**config.mk**
```make
export PLATFORM = sky130hd
export DESIGN_NAME = vga_fb_arbiter
export DESIGN_NICKNAME = d
export VERILOG_FILES = /design/src/rtl/vga_fb_pkg.sv /design/src/rtl/vga_fb_arbiter.sv
export SDC_FILE = /design/constraint.sdc
export NUM_CORES = 1
export LEC_CHECK = 0
export ABC_AREA = 1
export BUFFER_PORTS_ARGS = -buffer_cell sky130_fd_sc_hd__buf_2
export CORE_ASPECT_RATIO = 0.7
export CORE_UTILIZATION = 40
export DETAILED_ROUTE_END_ITERATION = 7
export HOLD_SLACK_MARGIN = 0.02
export SYNTH_ARGS = -nofsm -noshare
export SYNTH_HDL_FRONTEND = slang
export SYNTH_SLANG_ARGS = --single-unit
```
**constraint.sdc**
```tcl
create_clock -name clk_pix -period 2.6 [get_ports clk_pix]
set_clock_uncertainty 0.2 [all_clocks]
set_input_delay 0.26 -clock clk_pix [delete_from_list [all_inputs] [get_ports clk_pix]]
set_output_delay 0.26 -clock clk_pix [all_outputs]
set_load 0.01 [all_outputs]
```
**src/rtl/vga_fb_pkg.sv**
```systemverilog
// rtl/vga_fb_pkg.sv - shared constants and state type for the framebuffer scan-out arbiter
package vga_fb_pkg;
  localparam int H_ACT_DEF = 640;
  localparam int V_ACT_DEF = 480;
  localparam int LW        = 10;

  typedef enum logic {IDLE, FETCH} fb_state_t;
endpackage

```
**src/rtl/vga_fb_arbiter.sv**
```systemverilog
// rtl/vga_fb_arbiter.sv - line-fetch sequencer sharing the framebuffer port with one writer
module vga_fb_arbiter
  import vga_fb_pkg::*;
#(
  parameter int H_ACT      = H_ACT_DEF,
  parameter int V_ACT      = V_ACT_DEF,
  parameter int AW         = 19,
  parameter int DW         = 8,
  parameter int STARVE_MAX = 32
) (
  input  logic          clk_pix,
  input  logic          rst_n,
  input  logic          line_req,
  input  logic [LW-1:0] line_idx,
  input  logic          wr_req,
  input  logic [AW-1:0] wr_addr,
  input  logic [DW-1:0] wr_data,
  output logic          wr_ack,
  output logic [AW-1:0] mem_addr,
  output logic          mem_we,
  output logic [DW-1:0] mem_wdata,
  input  logic [DW-1:0] mem_rdata,
  output logic          lb_we,
  output logic [LW-1:0] lb_addr,
  output logic [DW-1:0] lb_wdata,
  output logic          fetch_busy,
  output logic          fetch_done,
  output logic          err_overrun
);
  localparam int SW = $clog2(STARVE_MAX + 1);

  fb_state_t     state, state_nx;
  logic [AW-1:0] base, base_nx, rd_addr, req_base;
  logic [LW-1:0] x, x_nx, rd_x, rd_x_q;
  logic [SW-1:0] starve_cnt, starve_nx;
  logic          issue_rd, issue_wr, ovr, idx_ok;
  logic          rd_vld, rd_last;

  assign idx_ok   = (line_idx < LW'(V_ACT));
  assign req_base = AW'(line_idx) * AW'(H_ACT);

  always_comb begin
    state_nx  = state;
    base_nx   = base;
    x_nx      = x;
    starve_nx = starve_cnt;
    issue_rd  = 1'b0;
    issue_wr  = 1'b0;
    ovr       = 1'b0;
    rd_addr   = base + AW'(x);
    rd_x      = x;
    case (state)
      IDLE: begin
        starve_nx = '0;
        issue_wr  = wr_req;
        if (line_req && idx_ok) begin
          base_nx  = req_base;
          x_nx     = '0;
          state_nx = FETCH;
        end
      end
      FETCH: begin
        ovr = line_req;
        if (line_req && idx_ok) begin
          // Restart immediately: the new line's x=0 read goes out in this cycle.
          base_nx   = req_base;
          rd_addr   = req_base;
          rd_x      = '0;
          x_nx      = LW'(1);
          issue_rd  = 1'b1;
          starve_nx = wr_req ? SW'(1) : '0;
        end else if (wr_req && starve_cnt == SW'(STARVE_MAX)) begin
          issue_wr  = 1'b1;
          starve_nx = '0;
        end else begin
          issue_rd  = 1'b1;
          x_nx      = x + LW'(1);
          starve_nx = wr_req ? starve_cnt + SW'(1) : '0;
          if (x == LW'(H_ACT - 1)) state_nx = IDLE;
        end
      end
      default: state_nx = IDLE;
    endcase
  end

  always_ff @(posedge clk_pix or negedge rst_n) begin
    if (!rst_n) begin
      state       <= IDLE;
      base        <= '0;
      x           <= '0;
      starve_cnt  <= '0;
      mem_addr    <= '0;
      mem_we      <= 1'b0;
      mem_wdata   <= '0;
      wr_ack      <= 1'b0;
      fetch_busy  <= 1'b0;
      err_overrun <= 1'b0;
      rd_vld      <= 1'b0;
      rd_x_q      <= '0;
      rd_last     <= 1'b0;
      lb_we       <= 1'b0;
      lb_addr     <= '0;
      fetch_done  <= 1'b0;
    end else begin
      state       <= state_nx;
      base        <= base_nx;
      x           <= x_nx;
      starve_cnt  <= starve_nx;
      mem_we      <= issue_wr;
      wr_ack      <= issue_wr;
      if (issue_wr) begin
        mem_addr  <= wr_addr;
        mem_wdata <= wr_data;
      end else if (issue_rd) begin
        mem_addr  <= rd_addr;
      end
      fetch_busy  <= (state == FETCH);
      err_overrun <= ovr;
      rd_vld      <= issue_rd;
      rd_x_q      <= rd_x;
      rd_last     <= issue_rd && (rd_x == LW'(H_ACT - 1));
      // Return stage: memory data lands one cycle after the issue registers.
      lb_we       <= rd_vld;
      lb_addr     <= rd_x_q;
      fetch_done  <= rd_vld && rd_last;
    end
  end

  assign lb_wdata = lb_we ? mem_rdata : '0;
endmodule

```
Word-level counts from Yosys, hierarchy flattened
Cells that the tools add are included.
{"block": "totals", "regBits": 90, "input_bits": 49, "output_inout_bits": 51}
{"block": "op_classes", "n_addsub": 3, "n_mul": 1, "order_cmp": 1, "eq_ne": 4, "muxes": 28, "n_bitwise": 1, "reduce_logical": 5}
{"operator": "$mux 19", "count": 5}
{"operator": "$mux 10", "count": 4}
{"operator": "$eq 10x10->1 const B", "count": 2}
{"operator": "$pmux 10 s2", "count": 1}
{"operator": "$add 19x10->19", "count": 1}
{"operator": "$mux 6", "count": 3}
{"operator": "$mul 10x3->12 const B", "count": 1}
{"operator": "$pmux 6 s2", "count": 1}
{"operator": "$mux 1", "count": 11}
{"operator": "$add 10x1->10 const B", "count": 1}
{"operator": "$lt 10x9->1 const B", "count": 1}
{"operator": "$mux 8", "count": 1}
{"operator": "$add 6x1->6 const B", "count": 1}
{"operator": "$eq 6x6->1 const B", "count": 1}
{"operator": "$logic_and 1x1->1", "count": 4}
{"operator": "$pmux 1 s2", "count": 2}
{"operator": "$ne 3x3->1 const B", "count": 1}
{"operator": "$reduce_bool 2->1", "count": 1}
{"operator": "$not 1->1", "count": 1}

Logic depth before layout (Yosys ltp)
{"block": "logic_depth", "ltp_word": 7, "mapped_depth": 13, "ltp_nobuf": 12}

Least setup slack after synthesis
OpenSTA, ideal clock, no wires.
{"block": "synth_timing", "path_kind": "register -> register", "start": "register x[7]", "end": "register mem_addr[17]", "setup_time_ps": 116, "t_arrival_ps": 1753, "slack_ps": 531, "stages_incl_launch_ff": 12, "synth_period_minus_slack_ps": 2069, "cell_sequence": "dfrtp_1 ha_1 inv_1 fa_1 o21ai_0 nand4_1 nand3_1 nand2_1 inv_1 nand2_1 nand2_1 nand2_1"}
{"block": "synth_via", "elab_chain_cells": 5}
{"element": "from (decl)", "line_no": "vga_fb_arbiter.sv:34", "rtl": "logic [LW-1:0] x, x_nx, rd_x, rd_x_q;"}
{"element": "from (signal assigned)", "line_no": "vga_fb_arbiter.sv:107", "rtl": "x <= x_nx;"}
{"element": "$add 19x10->19 *", "line_no": "vga_fb_arbiter.sv:50", "rtl": "rd_addr = base + AW'(x);"}
{"element": "$mux 19", "line_no": "vga_fb_arbiter.sv:64", "rtl": "if (line_req && idx_ok) begin"}
{"element": "$mux 19 *", "line_no": "vga_fb_arbiter.sv:52", "rtl": "case (state)"}
{"element": "$mux 19 *", "line_no": "vga_fb_arbiter.sv:114", "rtl": "end else if (issue_rd) begin"}
{"element": "$mux 19 *", "line_no": "vga_fb_arbiter.sv:111", "rtl": "if (issue_wr) begin"}
{"element": "to (signal assigned)", "line_no": "vga_fb_arbiter.sv:112", "rtl": "mem_addr <= wr_addr;"}
{"element": "to (signal assigned)", "line_no": "vga_fb_arbiter.sv:115", "rtl": "mem_addr <= rd_addr;"}
{"element": "to (decl)", "line_no": "vga_fb_arbiter.sv:19", "rtl": "output logic [AW-1:0] mem_addr,"}
Mark *: on every way between the ends. The rest lies on a longest branch, timed or not. The select of a mux whose other input is x is not followed.
A chain may end at the register's enable or synchronous reset.

Final worst setup path
Ends and elaborated chain as after synthesis.

==> impl_metrics.toml <==
[placement]
dp_cells = 784
post-dp-hpwl_um = 7630
post-place-ws_ns = 0.286
port_buffers = 99
gp_congestion = 0.820
placement.cell_area_mm2 = 0.00507

[clock_tree]
cts_buffers = 9
cts.htree.levels = 3
cts_tree = "yes"
clk_pin_slew_ns = 0.06
clock_path_buffers = 2
cts_resized = 0
clock_latency_ns = 0.33
clock-sinks = 83
cts-root-buf = "clkbuf_16"

[critical_path]
cpPeakStageDelay_ns = 0.44
cp.required_ns = 2.63
path_cells = "ha_1 > inv_1 > fa_1 > o21ai_0 > nand4_1 > nand3_1 > nand2_1 > inv_1 > nand2_1 > nand2_1 > nand2_1"
crit_slowest_cell = "dfrtp_1"
crit_path_max_fanout = 7
arrival_ns = 2.37
crit_type = "reg2reg"
cp-start-kind = "flip-flop"
crit_top_cell = "nand2_1"
cp-end-kind = "flip-flop"

[sta]
fin_crit_ns = 2.35
fin_crit_sh_pct = 90.2
worst_slew_pin_slew_ns = 0.560
slew-limit-headroom_pct = 62.7
rsz0062_at_grt = "false"
final-hold-violation-count = 0
fmax_mhz = 426
tns_ns = 0
drv_slew = 0
worst_slack_ns = 0.254
finalSetupViolCount = 0

[floorplanning]
io_pins = 100
rows = 31
start_util_pct = 42.0
die_w_um = 128
dieArea_mm2 = 0.0115
die_h_um = 90.0
core_mm2 = 0.0106

[global_route]
grtUsageTotal_pct = 19.7
grt_max_degree = 46
antenna_found_initial = 0
grt_pass1_wl_um = 18000
grt_pass1_vias = 3857
gr-total-overflow = 0

[flow_run]
timing.max_cap.violations = 0

[power]
p_leak_nw = 3.04
p_per_area_mw_per_mm2 = 666
ir_drop_v = 0.000293

[cells_and_area]
drive_gt1_share_pct = 21.5
antennaDiodeCount = 0
n_fill_cell = 1009
final_cell_mix = "nand2_1 (179), buf_2 (98), dfrtp_1 (83)"
syn_to_final_growth_pct = 26.5
final_common_cell = "nand2_1"
instances_no_fill = 823
fin_nets = 743
fin_area_mm2 = 0.00560
multi_input_area_mm2 = 0.00199
register_area_mm2 = 0.00208

[hold_path]
hp-class = "in2reg"

[logic_synthesis]
ys_types = 37
synthCells = 545
syn_area_per_cell_um2 = 8.13
seq_area_frac_synth_pct = 46.9
synth_warnings = 0
synth-async-reset-ratio_pct = 100
synthesis.nets = 618
synth-seq-cells = 83
synth_edf_count = 0
syn_area_mm2 = 0.00443
synth_top_flop_cell = "dfrtp_1"

[routing]
vias_per_cell = 4.74
drc = 0
drt_pre_antenna_iters = 5
routed_wl_um = 10500
wire_per_inst_um = 12.8
vias = 3903
first_iter_violations = 254
antenna_left = 0

[outcome]
status = "completed"
## per-stage QoR
step | utilization, % | hold WS, ns | power [mW]
after floorplan | - | -0.236 | 2.13
after global placement | 48.1 | 0.0923 | 2.45
after detailed placement | 48.1 | 0.0939 | 2.46
after CTS | 53.1 | 0.0234 | 3.77
after global routing | 53.1 | 0.0376 | 3.97
final | 53.1 | 0.0259 | 3.73
## sequential cells by signal, indices dropped and copies added, names as in the netlist
| signal | count |
|---|---|
| starve_cnt | 6 |
| rd_last | 1 |
| mem_we | 1 |
| mem_wdata | 8 |
| base | 12 |
| rd_vld | 1 |
| state | 1 |
| lb_we | 1 |
| fetch_busy | 1 |
| fetch_done | 1 |
| rd_x_q | 10 |
| mem_addr | 19 |
| x | 10 |
| lb_addr | 10 |
| err_overrun | 1 |
## area by class of cell
type	count	area share, %
clock buffers	9	4.02
clock inverters	7	1.32
inverters	69	4.62
multi-input cells	378	35.5
flip-flops and latches	83	37.1
well taps	148	3.30
repair buffers	129	14.2
## layer usage
metal	vias up	GRT usage [%]	part of all wire, %
met5	-	0	0
met4	0	4.71	0.58
met3	9	4.52	4.9
met2	104	33.1	48
met1	1811	25.7	46
li1	1979	-	-
## synthesized netlist by cell type, drive strengths merged, types with 3 or more instances
cell,number,area share [%]
a21oi,10,1.2
buf,11,2.0
clkbuf,4,0.34
dfrtp,83,47
ha,22,6.2
inv,69,5.8
nand2,188,17
nand3,42,5.0
nand4,7,0.99
nor2,42,4.3
nor3,5,0.56
nor3b,3,0.51
o211ai,9,1.5
o21ai,27,3.1
xor2,7,1.4
## worst max-delay path, delay by kind of cell (launching register included)
family          cells  cell delay [ns]
simple gates        6             0.45
buf+inv             2             0.12
compound gates      1             0.42
fa+ha+maj           2             0.62
flops               1             0.44
## logic make-up (layout without fill, tap and decap cells)
family                     Yosys count  in the layout  share of synthesized area [%]
xor gates and xnor gates             9              9                           1.78
buffers and inverters               84            214                           8.16
AOI/OAI and AO/OA                   53             53                           7.26
adders and majority gates           24             24                           7.12
DFF                                 83             83                           46.9
and+or+nand+nor                    292            292                           28.8
## path summary, 6_finish.rpt
kind,slack (ns),to,depth (start not counted),startpoint
setup / recovery,0.25,mem_addr[17]$_DFFE_PN0P_,11,x[7]$_DFFE_PN0P_
hold / removal,0.03,base[7]$_DFFE_PN0P_,3,line_idx[0]
setup reg to reg,0.25,mem_addr[17]$_DFFE_PN0P_,11,x[7]$_DFFE_PN0P_
hold reg to reg,0.15,lb_addr[4]$_DFF_PN0_,0,rd_x_q[4]$_DFF_PN0_
max in group asynchronous,1.31,rd_x_q[0]$_DFF_PN0_,3,rst_n
min in group asynchronous,0.26,lb_addr[8]$_DFF_PN0_,2,rst_n
## where the power goes
group	internal (mW)	total, mW	switching (mW)
combinational	0.346	0.807	0.460
clock	0.748	1.27	0.521
sequential	1.51	1.66	0.144
## repair_timing
action,CTS,global route
hold buffers,23,0
buffers inserted,0,0
hold endpoints to repair,65,0
Power figures use the tool's default switching activity.
